===== config.mk =====
export PLATFORM = sky130hd
export DESIGN_NAME = vga_scroll_pattern
export DESIGN_NICKNAME = d
export VERILOG_FILES = /design/src/rtl/vga_pkg.sv /design/src/rtl/vga_timing.sv /design/src/rtl/vga_scroll_pattern.sv
export SDC_FILE = /design/constraint.sdc
export NUM_CORES = 1
export LEC_CHECK = 0
export CORE_UTILIZATION = 57
export DETAILED_ROUTE_END_ITERATION = 12
export PLACE_DENSITY = 0.79
export SYNTH_ARGS = -nofsm -noshare
export SYNTH_HDL_FRONTEND = slang
export SYNTH_HIERARCHICAL = 1
export SYNTH_SLANG_ARGS = --single-unit

===== constraint.sdc =====
create_clock -name i_clk -period 3.2 [get_ports i_clk]
set_input_delay 0.64 -clock i_clk [delete_from_list [all_inputs] [get_ports i_clk]]
set_output_delay 0.64 -clock i_clk [all_outputs]
set_load 0.03 [all_outputs]

===== src/rtl/vga_pkg.sv =====
// Shared timing defaults, counter sizing helpers and the pattern mode encoding
// for the scrolling VGA test-pattern generator.
package vga_pkg;

  localparam int H_ACTIVE_DEF = 640;
  localparam int H_FP_DEF     = 16;
  localparam int H_SYNC_DEF   = 96;
  localparam int H_BP_DEF     = 48;
  localparam int V_ACTIVE_DEF = 480;
  localparam int V_FP_DEF     = 10;
  localparam int V_SYNC_DEF   = 2;
  localparam int V_BP_DEF     = 33;

  function automatic int totalOf(input int active, input int fp, input int sync, input int bp);
    return active + fp + sync + bp;
  endfunction

  // One spare code above the total so the sync end boundary always fits.
  function automatic int cntWidth(input int active, input int fp, input int sync, input int bp);
    return $clog2(totalOf(active, fp, sync, bp) + 1);
  endfunction

  localparam int H_TOTAL_DEF = totalOf(H_ACTIVE_DEF, H_FP_DEF, H_SYNC_DEF, H_BP_DEF);
  localparam int V_TOTAL_DEF = totalOf(V_ACTIVE_DEF, V_FP_DEF, V_SYNC_DEF, V_BP_DEF);

  typedef enum logic [1:0] {
    MODE_HBARS   = 2'd0,
    MODE_VBARS   = 2'd1,
    MODE_CHECKER = 2'd2,
    MODE_WHITE   = 2'd3
  } mode_e;

endpackage


===== src/rtl/vga_timing.sv =====
// Horizontal/vertical position counters with raw (unregistered) sync, active
// and end-of-frame decode.
module vga_timing
  import vga_pkg::*;
#(
  parameter int H_ACTIVE = H_ACTIVE_DEF,
  parameter int H_FP     = H_FP_DEF,
  parameter int H_SYNC   = H_SYNC_DEF,
  parameter int H_BP     = H_BP_DEF,
  parameter int V_ACTIVE = V_ACTIVE_DEF,
  parameter int V_FP     = V_FP_DEF,
  parameter int V_SYNC   = V_SYNC_DEF,
  parameter int V_BP     = V_BP_DEF
) (
  input  logic                                                i_clk,
  input  logic                                                i_rst_n,
  output logic [cntWidth(H_ACTIVE, H_FP, H_SYNC, H_BP)-1:0]   o_hpos,
  output logic [cntWidth(V_ACTIVE, V_FP, V_SYNC, V_BP)-1:0]   o_vpos,
  output logic                                                o_hsyncRaw,
  output logic                                                o_vsyncRaw,
  output logic                                                o_active,
  output logic                                                o_lastPixel
);

  localparam int H_TOTAL = totalOf(H_ACTIVE, H_FP, H_SYNC, H_BP);
  localparam int V_TOTAL = totalOf(V_ACTIVE, V_FP, V_SYNC, V_BP);
  localparam int H_W     = cntWidth(H_ACTIVE, H_FP, H_SYNC, H_BP);
  localparam int V_W     = cntWidth(V_ACTIVE, V_FP, V_SYNC, V_BP);

  logic [H_W-1:0] r_hpos;
  logic [V_W-1:0] r_vpos;
  logic           w_hLast;
  logic           w_vLast;

  assign w_hLast = (r_hpos == H_W'(H_TOTAL - 1));
  assign w_vLast = (r_vpos == V_W'(V_TOTAL - 1));

  always_ff @(posedge i_clk or negedge i_rst_n) begin
    if (!i_rst_n) begin
      r_hpos <= '0;
      r_vpos <= '0;
    end else if (w_hLast) begin
      r_hpos <= '0;
      r_vpos <= w_vLast ? '0 : r_vpos + 1'b1;
    end else begin
      r_hpos <= r_hpos + 1'b1;
    end
  end

  assign o_hpos      = r_hpos;
  assign o_vpos      = r_vpos;
  assign o_hsyncRaw  = !((r_hpos >= H_W'(H_ACTIVE + H_FP)) &&
                         (r_hpos <  H_W'(H_ACTIVE + H_FP + H_SYNC)));
  assign o_vsyncRaw  = !((r_vpos >= V_W'(V_ACTIVE + V_FP)) &&
                         (r_vpos <  V_W'(V_ACTIVE + V_FP + V_SYNC)));
  assign o_active    = (r_hpos < H_W'(H_ACTIVE)) && (r_vpos < V_W'(V_ACTIVE));
  assign o_lastPixel = w_hLast && w_vLast;

endmodule


===== src/rtl/vga_scroll_pattern.sv =====
// Scrolling bar / checkerboard / white test-pattern generator. Control inputs
// are shadowed once per frame so a frame is always drawn with one setting.
module vga_scroll_pattern
  import vga_pkg::*;
#(
  parameter int H_ACTIVE     = H_ACTIVE_DEF,
  parameter int H_FP         = H_FP_DEF,
  parameter int H_SYNC       = H_SYNC_DEF,
  parameter int H_BP         = H_BP_DEF,
  parameter int V_ACTIVE     = V_ACTIVE_DEF,
  parameter int V_FP         = V_FP_DEF,
  parameter int V_SYNC       = V_SYNC_DEF,
  parameter int V_BP         = V_BP_DEF,
  parameter int COLOR_BITS   = 2,
  parameter int SCROLL_W     = 10,
  parameter int STRIPE_SHIFT = 5
) (
  input  logic                  i_clk,
  input  logic                  i_rst_n,
  input  logic [1:0]            i_mode,
  input  logic                  i_dir,
  input  logic [3:0]            i_speed,
  output logic [COLOR_BITS-1:0] o_r,
  output logic [COLOR_BITS-1:0] o_g,
  output logic [COLOR_BITS-1:0] o_b,
  output logic                  o_hsync,
  output logic                  o_vsync,
  output logic                  o_frame_tick,
  output logic [8:0]            o_frame_no
);

  localparam int H_W = cntWidth(H_ACTIVE, H_FP, H_SYNC, H_BP);
  localparam int V_W = cntWidth(V_ACTIVE, V_FP, V_SYNC, V_BP);

  logic [H_W-1:0]        w_hpos;
  logic [V_W-1:0]        w_vpos;
  logic                  w_hsyncRaw;
  logic                  w_vsyncRaw;
  logic                  w_active;
  logic                  w_frameTick;
  logic [SCROLL_W-1:0]   w_xs;
  logic [SCROLL_W-1:0]   w_ys;
  logic [2:0]            w_colorIdx;

  mode_e                 r_mode;
  logic                  r_dir;
  logic [3:0]            r_speed;
  logic [SCROLL_W-1:0]   r_offset;
  logic [8:0]            r_frameNo;
  logic [COLOR_BITS-1:0] r_r;
  logic [COLOR_BITS-1:0] r_g;
  logic [COLOR_BITS-1:0] r_b;
  logic                  r_hsync;
  logic                  r_vsync;

  vga_timing #(
    .H_ACTIVE (H_ACTIVE),
    .H_FP     (H_FP),
    .H_SYNC   (H_SYNC),
    .H_BP     (H_BP),
    .V_ACTIVE (V_ACTIVE),
    .V_FP     (V_FP),
    .V_SYNC   (V_SYNC),
    .V_BP     (V_BP)
  ) uTiming (
    .i_clk       (i_clk),
    .i_rst_n     (i_rst_n),
    .o_hpos      (w_hpos),
    .o_vpos      (w_vpos),
    .o_hsyncRaw  (w_hsyncRaw),
    .o_vsyncRaw  (w_vsyncRaw),
    .o_active    (w_active),
    .o_lastPixel (w_frameTick)
  );

  // Offset steps with the settings in force for the frame just finished;
  // the new inputs are captured in the same edge for the next frame.
  always_ff @(posedge i_clk or negedge i_rst_n) begin
    if (!i_rst_n) begin
      r_mode    <= MODE_HBARS;
      r_dir     <= 1'b0;
      r_speed   <= '0;
      r_offset  <= '0;
      r_frameNo <= '0;
    end else if (w_frameTick) begin
      r_offset  <= r_dir ? r_offset - SCROLL_W'(r_speed) : r_offset + SCROLL_W'(r_speed);
      r_frameNo <= r_frameNo + 1'b1;
      r_mode    <= mode_e'(i_mode);
      r_dir     <= i_dir;
      r_speed   <= i_speed;
    end
  end

  assign w_xs = SCROLL_W'(w_hpos) + r_offset;
  assign w_ys = SCROLL_W'(w_vpos) + r_offset;

  always_comb begin
    w_colorIdx = 3'b111;
    unique case (r_mode)
      MODE_HBARS:   w_colorIdx = w_xs[STRIPE_SHIFT+2:STRIPE_SHIFT];
      MODE_VBARS:   w_colorIdx = w_ys[STRIPE_SHIFT+2:STRIPE_SHIFT];
      MODE_CHECKER: w_colorIdx = {3{w_hpos[STRIPE_SHIFT] ^ w_vpos[STRIPE_SHIFT]}};
      MODE_WHITE:   w_colorIdx = 3'b111;
    endcase
  end

  // Colour and sync share one register stage so they stay aligned.
  always_ff @(posedge i_clk or negedge i_rst_n) begin
    if (!i_rst_n) begin
      r_r     <= '0;
      r_g     <= '0;
      r_b     <= '0;
      r_hsync <= 1'b1;
      r_vsync <= 1'b1;
    end else begin
      r_r     <= w_active ? {COLOR_BITS{w_colorIdx[0]}} : '0;
      r_g     <= w_active ? {COLOR_BITS{w_colorIdx[1]}} : '0;
      r_b     <= w_active ? {COLOR_BITS{w_colorIdx[2]}} : '0;
      r_hsync <= w_hsyncRaw;
      r_vsync <= w_vsyncRaw;
    end
  end

  assign o_r          = r_r;
  assign o_g          = r_g;
  assign o_b          = r_b;
  assign o_hsync      = r_hsync;
  assign o_vsync      = r_vsync;
  assign o_frame_tick = w_frameTick;
  assign o_frame_no   = r_frameNo;

endmodule


# --- Yosys cells after proc, flatten, opt, wreduce, memory -nomap -nowiden ---
# Index checks and enable logic that the tools add are counted.
word_totals:
  regBits: 54
  in_bits: 9
  out_inout_bits: 18
  word_cells: 45
op_classes:
  addsub: 7
  order_cmp: 6
  n_eq_ne: 5
  mux: 7
  n_bitwise: 1
  reduce_logical: 7
ops:
  columns: ["op", "n"]
  rows:
  - ["$mux 10", 3]
  - ["$add 10x1->10 const B", 2]
  - ["$eq 10x10->1 const B", 2]
  - ["$lt 10x10->1 const B", 2]
  - ["$lt 10x9->1 const B", 2]
  - ["$add 8x8->8", 2]
  - ["$pmux 3 s4", 1]
  - ["$add 10x4->10", 1]
  - ["$ge 10x10->1 const B", 1]
  - ["$ge 10x9->1 const B", 1]
  - ["$sub 10x4->10", 1]
  - ["$add 9x1->9 const B", 1]
  - ["$mux 2", 3]
  - ["$eq 2x2->1 const B", 2]
  - ["$logic_and 1x1->1", 4]
  - ["$eq 2x1->1 const B", 1]
  - ["$logic_not 1->1", 2]
  - ["$logic_not 2->1", 1]
  - ["$xor 1x1->1", 1]

# --- Longest topological paths before layout ---
depth:
  depth_word: 3
  ltp_mapped: 11
  mapped_depth_nobuf: 11

# --- By module ---
# The synthesis kept the hierarchy.
modules_own_cells:
  columns: ["mod", "instances", "cells_per_inst", "area_each_um2", "seq_area_each_um2"]
  rows:
  - ["vga_scroll_pattern", 1, 169, 1773.0, 728.2]
  - ["vga_timing", 1, 108, 1061.0, 500.5]

# --- Worst setup path after synthesis ---
# Ideal clock, no wire load.
synth_path:
  kind: "register to register"
  start: "register uTiming.r_hpos[0], in the netlist uTiming/o_hpos[0]"
  end: "register r_offset[4]"
  setup_time_ns: 0.125
  arrival_ns: 3.145
  t_required_ns: 3.075
  slack_ns: -0.070
  stages_incl_launch_ff: 9
  n_path_buf: 3
  synth_period_minus_slack_ns: 3.270
  cell_sequence: "dfrtp_1 ha_1 nand4_1 or3_1 clkbuf_2 nor3b_1 clkbuf_1 buf_1 mux2_2"
synth_via:
  elab_chain_cells: 2
synth_rtl:
  columns: ["element", "line_no", "text"]
  rows:
  - ["start, declared", "vga_timing.sv:30", "logic [H_W-1:0] r_hpos;"]
  - ["start signal, assigned", "vga_timing.sv:46", "r_hpos <= r_hpos + 1'b1;"]
  - ["$eq 10x10->1", "vga_timing.sv:35", "assign w_hLast = (r_hpos == H_W'(H_TOTAL - 1));"]
  - ["$logic_and 1x1->1", "vga_timing.sv:57", "assign o_lastPixel = w_hLast && w_vLast;"]
  - ["named net o_frame_tick", "vga_scroll_pattern.sv:28", "output logic o_frame_tick,"]
  - ["end signal, assigned", "vga_scroll_pattern.sv:86", "r_offset <= r_dir ? r_offset - SCROLL_W'(r_speed) : r_offset + SCROLL_W'(r_speed);"]
  - ["end, declared", "vga_scroll_pattern.sv:48", "logic [SCROLL_W-1:0] r_offset;"]
# The timed path passes the listed nets, and every way through them passes these cells.
# A chain may end at the register's enable or synchronous reset.

# --- Worst setup path after layout ---
layout_path:
  start: "register uTiming.r_hpos[0], in the netlist uTiming/o_hpos[0]"
  end: "output o_frame_tick"
layout_via:
  elab_chain_cells: 2
layout_rtl:
  columns: ["element", "line_no"]
  rows:
  - ["$eq 10x10->1", "vga_timing.sv:35"]
  - ["$logic_and 1x1->1", "vga_timing.sv:57"]
  - ["end, declared", "vga_scroll_pattern.sv:28"]
# No other way between the ends.

==> run summary <==
cell with the most instances after synthesis - dfrtp_1
number of clock buffers inserted by TritonCTS - 5
number of top-level design ports - 27
Max Transition Viols Final - 0
Post-CTS Hold Fix Bufs - 0
total wire length after detailed routing - 5.196 mm
Setup violations, final - 0
initial standard-cell utilization of the core - 59.61%
Mapped Avg Cell Area - 10.23 sq um
adder-cell share of the synthesized area - 9.978%
dominant register cell in the synthesized netlist - dfrtp_1
r2r startpoint - uTiming/o_hpos[0]
main combinational cell family by area after synthesis - simple AND/OR/NAND/NOR gates
Seq/Total Area, Yosys - 43.36%
post-CTS setup buffers - 0
final clock period utilization by the worst path - 89.18%
startpoint type of the worst setup path - flop
Area Growth Syn to Fin - 14.75%
class of the worst hold path - reg2reg
pin count of the biggest net entering global routing - 50
number of buffers on the longest clock path - 2
Cell Area, Synth - 2834 sq um
synthesized netlist cell count - 277
worst reg-to-reg setup slack - 0.53 ns
count of vias placed by the detailed router - 2058
total power per unit cell area - 337.6 nW/um^2
synthesized-area fraction occupied by ao, oa, aoi and oai cells - 10.73%
global-route wire length before repair - 9.404 mm
DP HPWL - 3.749 mm
number of remaining DRC errors - 0
CP endpoint - o_frame_tick
number of distinct library cells after synthesis - 49
Die Y - 72.51 um
P_int - 865.2 uW
number of resized instances in the post-cts repair step - 0
number of failing hold endpoints at the final stage - 0
dominant cell type by area after synthesis - dfrtp_1
CTS tree - yes
GRT Resource Usage Total - 23.31%
count of antenna diodes in the layout - 0
number of enable-type register cells in the synthesized netlist - 0
slew of the pin with the lowest slew margin - 1.071 ns
post-synthesis mux area share - 6.887%
number of core rows - 25
part of the total power dissipated in combinational logic - 1.8%
net switching component of the power - 232.7 uW
Layout Nets - 333
later-pin clock latency in the skew report - 0.31 ns
RSZ-0062 raised after global routing - false
Synth top area share - 41.50%
critical path arrival - 2.21 ns
kind of critical path - reg2out
final critical path time including I/O delays and setup - 2.854 ns
Synth async-reset ratio - 100.0%
antenna-violating nets left - 0
number of DRC markers in iteration 0 - 107
Synth warnings - 6
number of antenna violations at the first check in global routing - 0
worst endpoint required time - 2.56 ns
number of H-tree levels - 2
clock transition at the registers of the reported paths - 0.10 ns
highest fanout seen on the critical path - 7
maximum clock frequency - 350.4 MHz
worst r2r path cells - 8
floorplan die area - 5258 sq um
pre-CTS setup slack - 0.5630 ns
worst slew slack as a fraction of its limit - 28.63%
simple-gate portion of the synthesized area - 16.11%
worst setup path start - uTiming/o_hpos[0]
core region area - 4755 sq um
outcome - finished, final reports clean
weighted congestion reported at the end of routability-driven placement - 0.7998
final worst clock skew - 0.01278 ns
die extent in x - 72.51 um
kind of capture point of the worst setup path - primary output
root buf cell - clkbuf_8
post-synthesis sequential element count - 49
clock sink total - 49
capture instance of the worst register-to-register path - r_offset[7]
fraction of layout instances using a drive strength above 1 - 10.23%
fraction of power spent switching nets - 21.19%
leakage power figure - 0.001579 uW
parity-gate share of the synthesized area counting xor and xnor cells - 8.653%
count of maximum capacitance violations - 0
total of buffers placed on input and output ports - 26
ratio of routed vias to standard cells - 5.562
detailed-routing iteration count for the pre-antenna-repair pass - 4
count of filler cells inserted in the layout - 369
grt ovf - 0
Setup TNS - 0 ns
fin worst setup slack - 0.3463 ns
DR WL/cell - 14.04 um
Post-Syn Nets - 308
Area contributors post-synth - dfrtp_1 (42%), ha_1 (9.3%), xnor2_1 (5.6%), mux2_2 (4.8%), nand3_1 (3.4%)
worst vdd ir - 0.0004188 V
via count of the first global-routing pass - 2017
clock network fraction of total power - 41.8%
proportion of power drawn by flip-flops and latches - 56.4%
top cells by count, synth - dfrtp_1 (47), ha_1 (21), nand3_1 (19), inv_1 (18), xnor2_1 (18)
==> per-stage QoR <==
step	hold WS, ns	area [sq um]	power (uW)	util [%]	std cells
after floorplan	0.3444	2839	631.2	-	277
after global placement	0.4748	3136	652.3	65.95	362
after detailed placement	0.4696	3136	652.5	65.95	362
after CTS	0.4928	3252	1116	68.39	370
after global routing	0.4994	3252	1142	68.39	370
final	0.5002	3252	1098	68.39	370
==> worst max-delay path: stages, from the launching register on <==
cell	delay (ns)
dfrtp_1	0.44
ha_1	0.23
nand4_1	0.23
or3_1	0.57
nor3b_4	0.24
buf_4	0.19
==> per-layer routing <==
metal,part of all wire [%],wire length (um),global-route usage (%)
met1,48,2480,30.97
met2,48,2509,39.15
met3,3.3,172,4.722
met4,0.65,34,5.882
met5,0,0,0
==> placed cells by master (no fill, tap or decap), drive strengths merged, types with 10 or more instances in the layout <==
| master | Yosys | final |
|---|---|---|
| inv | 18 | 20 |
| clkdlybuf4s50 | 0 | 24 |
| dfrtp | 47 | 47 |
| nand2 | 16 | 16 |
| xnor2 | 18 | 18 |
| ha | 21 | 21 |
| nand3 | 19 | 19 |
| mux2 | 12 | 12 |
| xor2 | 10 | 10 |
| nor2 | 12 | 12 |
| o21ai | 17 | 17 |
==> flip-flops by register name, summed over array words and instances (netlist names) <==
register,flops
o_b,1
o_frame_no,9
o_g,1
o_hsync,1
o_r,1
o_vsync,1
r_dir,1
r_mode,2
r_offset,8
r_speed,4
uTiming/o_hpos,10
uTiming/o_vpos,10
==> cell families after synthesis <==
logic type / after synthesis
AOI/OAI and AO/OA: 47
xor gates and xnor gates: 28
adders and majority gates: 22
buffers and inverters: 27
DFF: 49
muxes: 18
and+or+nand+nor: 86
==> layout make-up <==
class	instances	area, sq um	area share [%]
clock buffers	5	68.82	2.116
flip-flops and latches	49	1229	37.78
clock inverters	3	47.55	1.462
repair buffers	27	260.3	8.003
inverters	18	67.56	2.078
multi-input cells	201	1495	45.98
well taps	67	83.83	2.578
==> how the worst min path moves through the flow <==
stage	startpoint	endpoint	cells past startpoint
after floorplan	i_rst_n	o_b[0]	0
after global placement	o_frame_no[8]	o_frame_no[8]	1
after detailed placement	o_frame_no[8]	o_frame_no[8]	1
after CTS	o_frame_no[8]	o_frame_no[8]	1
after global routing	o_frame_no[8]	o_frame_no[8]	1
final	o_frame_no[4]	o_frame_no[4]	1
==> power by group through the flow <==
stage / clock network [uW] / registers (uW) / logic [uW]
after floorplan: 0 / 631 / 0.0213
after global placement: 0 / 631 / 21.3
after detailed placement: 0 / 631 / 21.6
after CTS: 476 / 619 / 21.4
after global routing: 499 / 619 / 23.8
final: 459 / 619 / 20.2
(Power assumes the default switching activity.)
